$ cat config.mk
export PLATFORM = sky130hd
export DESIGN_NAME = codec_init_sequencer
export DESIGN_NICKNAME = d
export VERILOG_FILES = /design/src/rtl/codec_init_sequencer.sv
export SDC_FILE = /design/constraint.sdc
export NUM_CORES = 1
export LEC_CHECK = 0
export CAP_MARGIN = 25
export CORE_MARGIN = 3
export CORE_UTILIZATION = 50
export DETAILED_ROUTE_END_ITERATION = 12
export PLACE_DENSITY = 0.77
export RECOVER_POWER = 25
export SYNTH_ARGS = -nofsm -noshare
export SYNTH_HDL_FRONTEND = slang
export SYNTH_SLANG_ARGS = --single-unit
$ cat constraint.sdc
create_clock -name clk -period 3.5 [get_ports clk]
set_input_delay 1.05 -clock clk [delete_from_list [all_inputs] [get_ports clk]]
set_output_delay 1.05 -clock clk [all_outputs]
set_load 0.01 [all_outputs]
$ cat src/rtl/codec_init_sequencer.sv
// codec_init_sequencer: walks the SSM2603 register-write table, handing each byte to the I2C engine via start/ready.
// Define SEQ_RETRY_EN to retry a timed-out entry up to three times and expose retry_cnt.
module codec_init_sequencer #(
    parameter logic [6:0] DEV_ADDR      = 7'h1A,
    parameter int         NUM_WRITES    = 10,
    parameter int         POWERUP_DELAY = 100000,
    parameter int         GAP_DELAY     = 1000,
    parameter int         TIMEOUT       = 1000000
) (
    input  logic       clk,
    input  logic       reset,
    input  logic       ready,
    output logic       start,
    output logic [6:0] address,
    output logic [7:0] data,
    output logic       last,
    output logic       busy,
    output logic       done,
    output logic       error,
`ifdef SEQ_RETRY_EN
    output logic [1:0] retry_cnt,
`endif
    output logic [3:0] index
);
    localparam logic [3:0] PWR_WAIT  = 4'd0;
    localparam logic [3:0] WAIT_IDLE = 4'd1;
    localparam logic [3:0] REQ0      = 4'd2;
    localparam logic [3:0] ACK0      = 4'd3;
    localparam logic [3:0] REQ1      = 4'd4;
    localparam logic [3:0] ACK1      = 4'd5;
    localparam logic [3:0] GAP       = 4'd6;
    localparam logic [3:0] DONE      = 4'd7;
    localparam logic [3:0] ERROR     = 4'd8;
    localparam logic [31:0] PWR_LAST = 32'(POWERUP_DELAY - 1);
    localparam logic [31:0] GAP_LAST = 32'(GAP_DELAY - 1);
    localparam logic [31:0] TO_LAST  = 32'(TIMEOUT - 1);
    localparam logic [3:0]  LAST_IDX = 4'(NUM_WRITES - 1);

    logic [3:0]  state, nxt;
    logic [31:0] cnt;
    logic [15:0] ent;
    logic        ready_m, ready_s, tmo, can_retry, advance;

    assign address = DEV_ADDR;

    // Entry layout {reg[6:0], val[8:0]}: the upper byte carries val[8].
    always_comb begin
        case (index)
            4'd0:    ent = {7'd15, 9'h000};
            4'd1:    ent = {7'd6,  9'h010};
            4'd2:    ent = {7'd0,  9'h017};
            4'd3:    ent = {7'd1,  9'h017};
            4'd4:    ent = {7'd2,  9'h079};
            4'd5:    ent = {7'd3,  9'h079};
            4'd6:    ent = {7'd4,  9'h012};
            4'd7:    ent = {7'd5,  9'h000};
            4'd8:    ent = {7'd7,  9'h00A};
            4'd9:    ent = {7'd9,  9'h001};
            default: ent = 16'h0000;
        endcase
    end

    assign tmo = (state inside {WAIT_IDLE, REQ0, ACK0, REQ1, ACK1}) && cnt == TO_LAST;
    assign advance = state == GAP && nxt == WAIT_IDLE;

`ifdef SEQ_RETRY_EN
    assign can_retry = retry_cnt != 2'd3;
`else
    assign can_retry = 1'b0;
`endif

    always_comb begin
        nxt = state;
        case (state)
            PWR_WAIT:  nxt = cnt == PWR_LAST ? WAIT_IDLE : PWR_WAIT;
            WAIT_IDLE: nxt = ready_s ? REQ0 : WAIT_IDLE;
            REQ0:      nxt = ready_s ? REQ0 : ACK0;
            ACK0:      nxt = ready_s ? REQ1 : ACK0;
            REQ1:      nxt = ready_s ? REQ1 : ACK1;
            ACK1:      nxt = ready_s ? GAP : ACK1;
            GAP:       nxt = cnt != GAP_LAST ? GAP : index == LAST_IDX ? DONE : WAIT_IDLE;
            default:   nxt = state;
        endcase
        if (tmo)
            nxt = can_retry ? WAIT_IDLE : ERROR;
    end

    // Counter restarts on every state entry, including a retry that re-enters WAIT_IDLE.
    always_ff @(posedge clk or negedge reset) begin
        if (!reset) begin
            ready_m <= 1'b0;
            ready_s <= 1'b0;
            state   <= PWR_WAIT;
            cnt     <= '0;
            start   <= 1'b0;
            data    <= '0;
            last    <= 1'b0;
            busy    <= 1'b0;
            done    <= 1'b0;
            error   <= 1'b0;
            index   <= '0;
        end else begin
            ready_m <= ready;
            ready_s <= ready_m;
            state   <= nxt;
            cnt     <= (nxt != state || tmo) ? '0 : cnt + 32'd1;
            start   <= nxt == REQ0 || nxt == REQ1;
            busy    <= nxt != DONE && nxt != ERROR;
            done    <= nxt == DONE;
            error   <= nxt == ERROR;
            if (nxt == REQ0 && state != REQ0)
                {data, last} <= {ent[15:8], 1'b0};
            if (nxt == REQ1 && state != REQ1)
                {data, last} <= {ent[7:0], 1'b1};
            if (advance)
                index <= index + 4'd1;
        end
    end

`ifdef SEQ_RETRY_EN
    always_ff @(posedge clk or negedge reset) begin
        if (!reset)
            retry_cnt <= 2'd0;
        else if (advance)
            retry_cnt <= 2'd0;
        else if (tmo && can_retry)
            retry_cnt <= retry_cnt + 2'd1;
    end
`endif

endmodule

== Yosys cells after proc, flatten, opt, wreduce, memory -nomap -nowiden ==
Memories as Yosys holds them, arrays and structs flattened.
Cells that the tools add are included.

* Multiplexer cells: 15
* Add/subtract/negate cells: 2
* Eq/ne operators: 20
* Reduce and logical (&&, ||, !) cells: 10

{| class="wikitable"
|+ Operators with widths
! kind !! number
|-
| $add A32 B1 Y32 const B || 1
|-
| $eq A32 B17 Y1 const B || 1
|-
| $eq A32 B20 Y1 const B || 1
|-
| $mux W32 || 1
|-
| $ne A32 B10 Y1 const B || 1
|-
| $pmux W4 S7 || 1
|-
| $eq A4 B3 Y1 const B || 5
|-
| $mux W8 || 2
|-
| $eq A4 B2 Y1 const B || 3
|-
| $mux W3 || 3
|-
| $eq A4 B1 Y1 const B || 2
|-
| $eq A4 B4 Y1 const B || 2
|-
| $ne A4 B3 Y1 const B || 2
|-
| $logic_and A1 B1 Y1 || 5
|-
| $mux W1 || 5
|-
| $reduce_bool A5 Y1 || 1
|-
| $add A4 B1 Y4 const B || 1
|-
| $logic_not A4 Y1 || 1
|-
| $mux W2 || 2
|-
| $mux W4 || 1
|-
| $ne A4 B2 Y1 const B || 1
|-
| $ne A4 B4 Y1 || 1
|-
| $ne A4 B4 Y1 const B || 1
|-
| $logic_or A1 B1 Y1 || 2
|-
| $reduce_bool A2 Y1 || 1
|}

* Output and inout bits: 24
* Logic and storage cells: 59
* Memory bits (read-only): 176
* Memories: 1
* Register bits: 55
* Input bits: 3

{| class="wikitable"
|+ Memories
! name !! words !! bits a word !! rd ports !! clocked after Yosys merged registers in !! wr ports !! line !! text
|-
| (name not given) || 16 || 11 || 1 || 0 || 0 || 48 || <nowiki>case (index)</nowiki>
|}

== Logic depth before layout (Yosys ltp) ==
Gate-level depths: netlist of run 1.

* Word-level depth: 9
* Mapped depth: 9
* Mapped depth without buffers: 8

== Least setup slack after synthesis of run 1 ==
OpenSTA, ideal clock, no wires.

* Kind: register to register
* Start: register cnt[7]
* End: register data[3]
* Cell stages (with the launch flop): 9
* Data arrival time: 2.535 ns
* Buffers on the path: 2
* Setup slack: 0.840 ns
* Period minus slack after synthesis: 2.660 ns
* Library setup time: 0.125 ns
* Required time: 3.375 ns
* Path through: dfrtp_1 -> or4b_1 -> or4b_1 -> or4_1 -> buf_4 -> nand3_2 -> buf_6 -> o211ai_2 -> mux2_4

* Cells in the longest elaborated chain, start to end: 7
* Elaborated cells between the ends (all ways): 14
* Classes of those cells: eq/ne: 5; mux: 5; reduce/logical: 4

{| class="wikitable"
|+ Ends and longest elaborated chain
! item !! line !! text
|-
| from (decl) || 40 || <nowiki>logic [31:0] cnt;</nowiki>
|-
| from (signal assigned) || 106 || <nowiki>cnt <= (nxt != state || tmo) ? '0 : cnt + 32'd1;</nowiki>
|-
| $ne A32 B10 Y1 / $eq A32 B17 Y1 (equally long branches) || 81, 75 ||
|-
| $mux W3 / $mux W1 (equally long branches) || 81, 75 ||
|-
| $pmux W4 S7 || 74 || <nowiki>case (state)</nowiki>
|-
| $mux W4 (*) || 84 || <nowiki>if (tmo)</nowiki>
|-
| $eq A4 B3 Y1 / $eq A4 B2 Y1 (equally long branches) || 113, 111 ||
|-
| $logic_and A1 B1 Y1 (on tied branches) || 113, 111 ||
|-
| $mux W8 / $reduce_bool A2 Y1 (equally long branches) || - ||
|-
| to (signal assigned) || 112 || <nowiki>{data, last} <= {ent[15:8], 1'b0};</nowiki>
|-
| to (signal assigned) || 114 || <nowiki>{data, last} <= {ent[7:0], 1'b1};</nowiki>
|-
| to (decl) || 15 || <nowiki>output logic [7:0] data,</nowiki>
|}

Mark *: on every way between the ends. The rest lies on a longest branch, timed or not.
A chain may end at the register's enable or synchronous reset.

== Worst setup path in the final report of run 1 ==
* Start: register cnt[6]
* End: register data[3]

The elaborated chain is that of the path after synthesis.

==> results of run 1 <==
-- worst max-delay path by stage --
stage | cells past startpoint | end | slack, ns
floorplan | 8 | data[3] | 0.84
global placement | 6 | data[3] | 0.63
detailed placement | 6 | data[3] | 0.55
CTS | 6 | data[3] | 0.53
global route | 6 | data[3] | 0.39
finish | 6 | data[3] | 0.53
-- registers in the layout (all words and copies together), names as in the netlist --
| name | flops |
|---|---|
| cnt | 32 |
| data | 6 |
| index | 4 |
| state | 4 |
| busy | 1 |
| done | 1 |
| error | 1 |
| last | 1 |
| ready_m | 1 |
| ready_s | 1 |
| start | 1 |
-- power breakdown --
part           total (mW)  internal, mW  switching, mW
combinational      0.0180       0.00162         0.0164
clock               0.487         0.284          0.203
sequential          0.614         0.613        0.00119
total                1.12         0.899          0.221
-- critical path, stage by stage (launching register included) --
cell and delay [ns]:
dfrtp_1 0.45, nor4bb_1 0.43, or4b_2 0.63, or4_1 0.62
nand3_2 0.29, nand2_1 0.13, mux2_4 0.31
-- metal layers --
layer	routed length, µm	global-route usage, %	share of wire [%]
met1	2640	23.7	46
met2	2740	29.4	48
met3	233	2.98	4.1
met4	129	7.73	2.2
met5	0	0	0
-- layout by cell type, fill, tap and decap left out, drive strengths merged, types with 2 or more instances in the layout --
cell type,count
nor4,7
xnor2,12
nand4b,2
and2,5
and3b,2
a21oi,6
and4,4
nor4b,2
dfrtp,53
conb,8
nand2b,4
nor2,46
and3,10
nor3,6
mux2i,3
o211a,2
nand3,14
or4,2
o211ai,2
xor2,23
buf,2
ha,10
clkinv,2
o21ai,9
a31oi,4
inv,10
nand4,9
or4b,3
mux2,3
bufinv,2
clkbuf,7
nand2,26
clkdlybuf4s50,16
a311o,2
or3,2
-- final cells by class --
| cell class | instances | area (µm²) |
|---|---|---|
| Timing Repair Buffer | 21 | 194 |
| Multi-Input combinational cell | 235 | 1490 |
| Clock inverter | 3 | 65.1 |
| Inverter | 11 | 41.3 |
| Sequential cell | 53 | 1330 |
| Fill cell | 487 | 2360 |
| Tap cell | 72 | 90.1 |
| Clock buffer | 5 | 68.8 |
-- cell families after synthesis --
| group | share of synthesized area (%) |
|---|---|
| flip-flops | 44.7 |
| AO/OA/AOI/OAI | 5.98 |
| other | 0.253 |
| multiplexers | 2.27 |
| AND/OR/NAND/NOR | 26.5 |
| XOR/XNOR | 10.3 |
| adder cells (fa/ha/maj) | 4.21 |
| buffers and inverters | 5.85 |
==> metrics, run 1 <==
status=finished, final reports clean; required arrival time at the worst endpoint=3.69 ns; R2R Setup Slk=0.53 ns; die width=83.1 µm; Area Growth Syn to Fin=10.4%; Tot Pwr=1.12 mW; initial core utilization=52.7%; final period utilization=85.0%; n_diodes=0; Setup CP Type=flip-flop to flip-flop; GRT Total Usage=18.0%; Final WS setup=0.526 ns; Setup crit start=cnt[6]; Sink Count=53; top-count cell post-synth=dfrtp_1; CTS root buf=clkbuf_8; main flop type after synthesis=dfrtp_1; mapped cell area=2970 µm²; WHS=0.385 ns; WL per Instance=14.4 µm; startpoint types=flip-flop; drc violations=0; Synth Warn #=0; Yosys reg bits=53; hold wc startpoint=ready_m; first-pass GRT wire length=10300 µm; wirelength, routed=5740 µm; fraction of layout cells with a size suffix above 1=5.79%; Placed Cells=392; RSZ-0062 raised after global routing=no; design area=3280 µm²; Placeable Area=5640 µm²; IO Count=27; type of the worst min-delay path=flip-flop to flip-flop; # rows=27; register area share after synthesis=44.7%; full die area=6900 µm²; Yosys top cell area share=44.7%; Slew headroom=8.59%; initial antenna violation count=0; nets=340; measured slew at the worst slew-check pin=1.37 ns; Hold Path End=ready_s; Setup WS pre-CTS=0.550 ns; routed via count=2236; worst-case reg-to-reg path depth=6; final setup fails=0; CTS tree=yes; setup tns final=0 ns; largest net degree at the start of global routing=31; Synth area leader=dfrtp_1; Resized Gates After CTS=0; setup bufs post-CTS=0; final core occ=58.1%; maximum buffer depth of the clock tree=2; data arrival time of the critical path=3.17 ns; P_leak=1.51 nW; Num CTS Buffers=5; r2r startpoint=cnt[6]; Async SR Flop Fraction=100%; vias per inst=5.59; Clk pin slew, worst setup/hold paths=0.10 ns; First DRT Iteration DRCs=208; Clock Latency Late Sink=0.31 ns; CTS Hold Buffers Added=0; crit path capture type=flip-flop; vias in the first global route=2225; Max VDD drop=0.000232 V; fin cells=400; Post-Syn Instances=316; Antenna Violating Nets Remaining=0; H-tree depth=2; Fin Clk Skew=0.0101 ns; Die Y=83.1 µm; Hold Vio Cnt, Final=0; post-DP HPWL=4130 µm; Critical Path Fanout Max=12; largest cells by area after synthesis=dfrtp_1 45%, xor2_1 6.8%, nor2_1 5.8%; max_cap viols=0; GPL Wtd Cong=0.858; Min Clock Period, post-route=2.97 ns; PwrDens=341 nW/µm²; DRT Pass-1 Iters=4; GRT overflow=0; r2r endpoint=data[3]; Yosys cell types=47; max-slew violations=0; fmax=336 MHz; placed cell area=3150 µm²; Post-synth EDFFs=0; number of port buffers=18; hold path depth=0; leading cell types by count after synthesis=53 x dfrtp_1, 46 x nor2_1, 26 x nand2_1; Avg Inst Size Synth=9.40 µm²
No activity file was read; power rests on OpenSTA's default activity.
==> run 2: changes to the inputs <==
==> constraint.sdc (replaced) <==
create_clock -name clk -period 2.9 [get_ports clk]
set_input_delay 0.87 -clock clk [delete_from_list [all_inputs] [get_ports clk]]
set_output_delay 0.87 -clock clk [all_outputs]
set_load 0.01 [all_outputs]
==> metrics, run 2 (same netlist as run 1, synthesis figures left out) <==
status=finished, final reports clean (unchanged); max_cap viols=0 (unchanged); GRT Total Usage=18.3% (was 18.0%); initial antenna violation count=0 (unchanged); nets=348 (was 340); largest reg by FF count=cnt (unchanged); GPL Wtd Cong=0.854 (was 0.858); final period utilization=94.3% (was 85.0%); CTS Hold Buffers Added=0 (unchanged); startpoint types=flip-flop (unchanged); PwrDens=384 nW/µm² (was 341 nW/µm²); setup bufs post-CTS=0 (unchanged); wirelength, routed=5900 µm (was 5740 µm); worst-case reg-to-reg path depth=6 (unchanged); internal power=1.00 mW (was 0.899 mW); Critical Path Fanout Max=7 (was 12); Clock Latency Late Sink=0.31 ns (about the same); measured slew at the worst slew-check pin=1.25 ns (was 1.37 ns); number of port buffers=18 (unchanged); maximum buffer depth of the clock tree=2 (unchanged); CTS tree=yes (unchanged); WHS=0.392 ns (was 0.385 ns); R2R Setup Slk=0.16 ns (was 0.53 ns); GRT overflow=0 (unchanged); die width=83.1 µm (unchanged); Max VDD drop=0.000186 V (was 0.000232 V); RSZ-0062 raised after global routing=no (unchanged); Critical Path, Cell by Cell=nor4bb_1, or4b_2, or4_1, nand3_2, nand2_1, mux2_4 (unchanged); Placeable Area=5640 µm² (unchanged); most common cell after layout, fill and taps aside=dfrtp_1 (unchanged); fmax=366 MHz (was 336 MHz); first-pass GRT wire length=10600 µm (was 10300 µm); routed via count=2247 (was 2236); full die area=6900 µm² (unchanged); setup tns final=0 ns (unchanged); n_diodes=0 (unchanged); post-DP HPWL=4340 µm (was 4130 µm); data arrival time of the critical path=2.94 ns (was 3.17 ns); capture point of the worst path=data[3] (unchanged); Sink Count=53 (unchanged); vias per inst=5.51 (was 5.59); max incr delay on CP=0.61 ns (was 0.63 ns); WL per Instance=14.5 µm (was 14.4 µm); Fin Clk Skew=0.00896 ns (was 0.0101 ns); Reg power frac=58.2% (was 54.9%); fraction of layout cells with a size suffix above 1=7.14% (was 5.79%); Slew headroom=17.0% (was 8.59%); Area Growth Syn to Fin=11.8% (was 10.4%); CTS root buf=clkbuf_8 (unchanged); biggest regs=cnt: 32 flops, data: 6 flops (unchanged); P_leak=1.54 nW (was 1.51 nW); Resized Gates After CTS=0 (unchanged); Largest register FFs=32 (unchanged); First DRT Iteration DRCs=138 (was 208); combinational power share=1.8% (was 1.6%); required arrival time at the worst endpoint=3.10 ns (was 3.69 ns); max-slew violations=0 (unchanged); Min Clock Period, post-route=2.74 ns (was 2.97 ns); IO Count=27 (unchanged); Clk pin slew, worst setup/hold paths=0.10 ns (about the same); Num CTS Buffers=5 (unchanged); crit path max-delay cell type=or4b_2 (unchanged); H-tree depth=2 (unchanged); Psw=0.271 mW (was 0.221 mW); Hold Vio Cnt, Final=0 (unchanged); DRT Pass-1 Iters=6 (was 4); Antenna Violating Nets Remaining=0 (unchanged); Setup CP Type=flip-flop to flip-flop (unchanged); largest net degree at the start of global routing=44 (was 31); most frequent cells in the layout=53 x dfrtp_1, 46 x nor2_1, 26 x nand2_1 (unchanged); r2r endpoint=data[3] (unchanged); Setup crit start=cnt[6] (unchanged); type of the worst min-delay path=flip-flop to flip-flop (unchanged); drc violations=0 (unchanged); Clock Power Share=40.0% (was 43.5%); # rows=27 (unchanged); crit path capture type=flip-flop (unchanged); Sw Ratio=21.3% (was 19.7%); initial core utilization=52.7% (unchanged); Die Y=83.1 µm (unchanged); r2r startpoint=cnt[6] (unchanged); vias in the first global route=2179 (was 2225); final setup fails=0 (unchanged)
==> run 2: per-stage QoR <==
step                total power [mW]  instance area (µm²)  std cells  utilization [%]  setup WS, ns
floorplan                      0.769                 2990        322                -         0.240
global placement               0.780                 3200        399             56.7         0.257
detailed placement             0.780                 3200        399             56.7         0.217
CTS                             1.29                 3320        407             58.8         0.197
global route                    1.32                 3320        408             58.8        0.0627
finish                          1.27                 3320        408             58.8         0.165
==> run 2: worst min-delay path by stage <==
stage | start | to | slack, ns | depth (start not counted)
after global routing | ready_m | ready_s | 0.39 | 0
after detailed placement | ready_m | ready_s | 0.37 | 0
after global placement | ready_m | ready_s | 0.37 | 0
after CTS | ready_m | ready_s | 0.40 | 0
final | ready_m | ready_s | 0.39 | 0
after floorplan | ready_m | ready_s | 0.33 | 0
==> run 2: critical path: cells and delay by family (launching register included) <==
family | cells | cell delay, ns
flip-flops | 1 | 0.45
AND/OR/NAND/NOR | 5 | 1.88
multiplexers | 1 | 0.30
==> run 2: cell type report <==
type	instances	area, µm²
Fill cell	494	2320
Clock buffer	5	68.8
Clock inverter	3	46.3
Inverter	11	41.3
Sequential cell	53	1330
Timing Repair Buffer	29	254
Tap cell	72	90.1
Multi-Input combinational cell	235	1490
==> run 2: routing by layer <==
metal | wire (µm) | global-route usage, % | vias to the layer above | share of wire, %
met3 | 255 | 3.47 | 7 | 4.3
met5 | 0 | 0 | - | 0
met1 | 2690 | 25.7 | 1091 | 46
met4 | 70 | 4.90 | 0 | 1.2
li1 | - | - | 1097 | -
met2 | 2890 | 29.2 | 52 | 49
==> run 2: power groups by stage <==
stage / combinational, mW / clock [mW] / sequential [mW]
finish: 0.0229 / 0.509 / 0.741
floorplan: 0.0132 / 0 / 0.756
global route: 0.0273 / 0.551 / 0.742
detailed placement: 0.0244 / 0 / 0.756
CTS: 0.0244 / 0.519 / 0.741
global placement: 0.0238 / 0 / 0.756
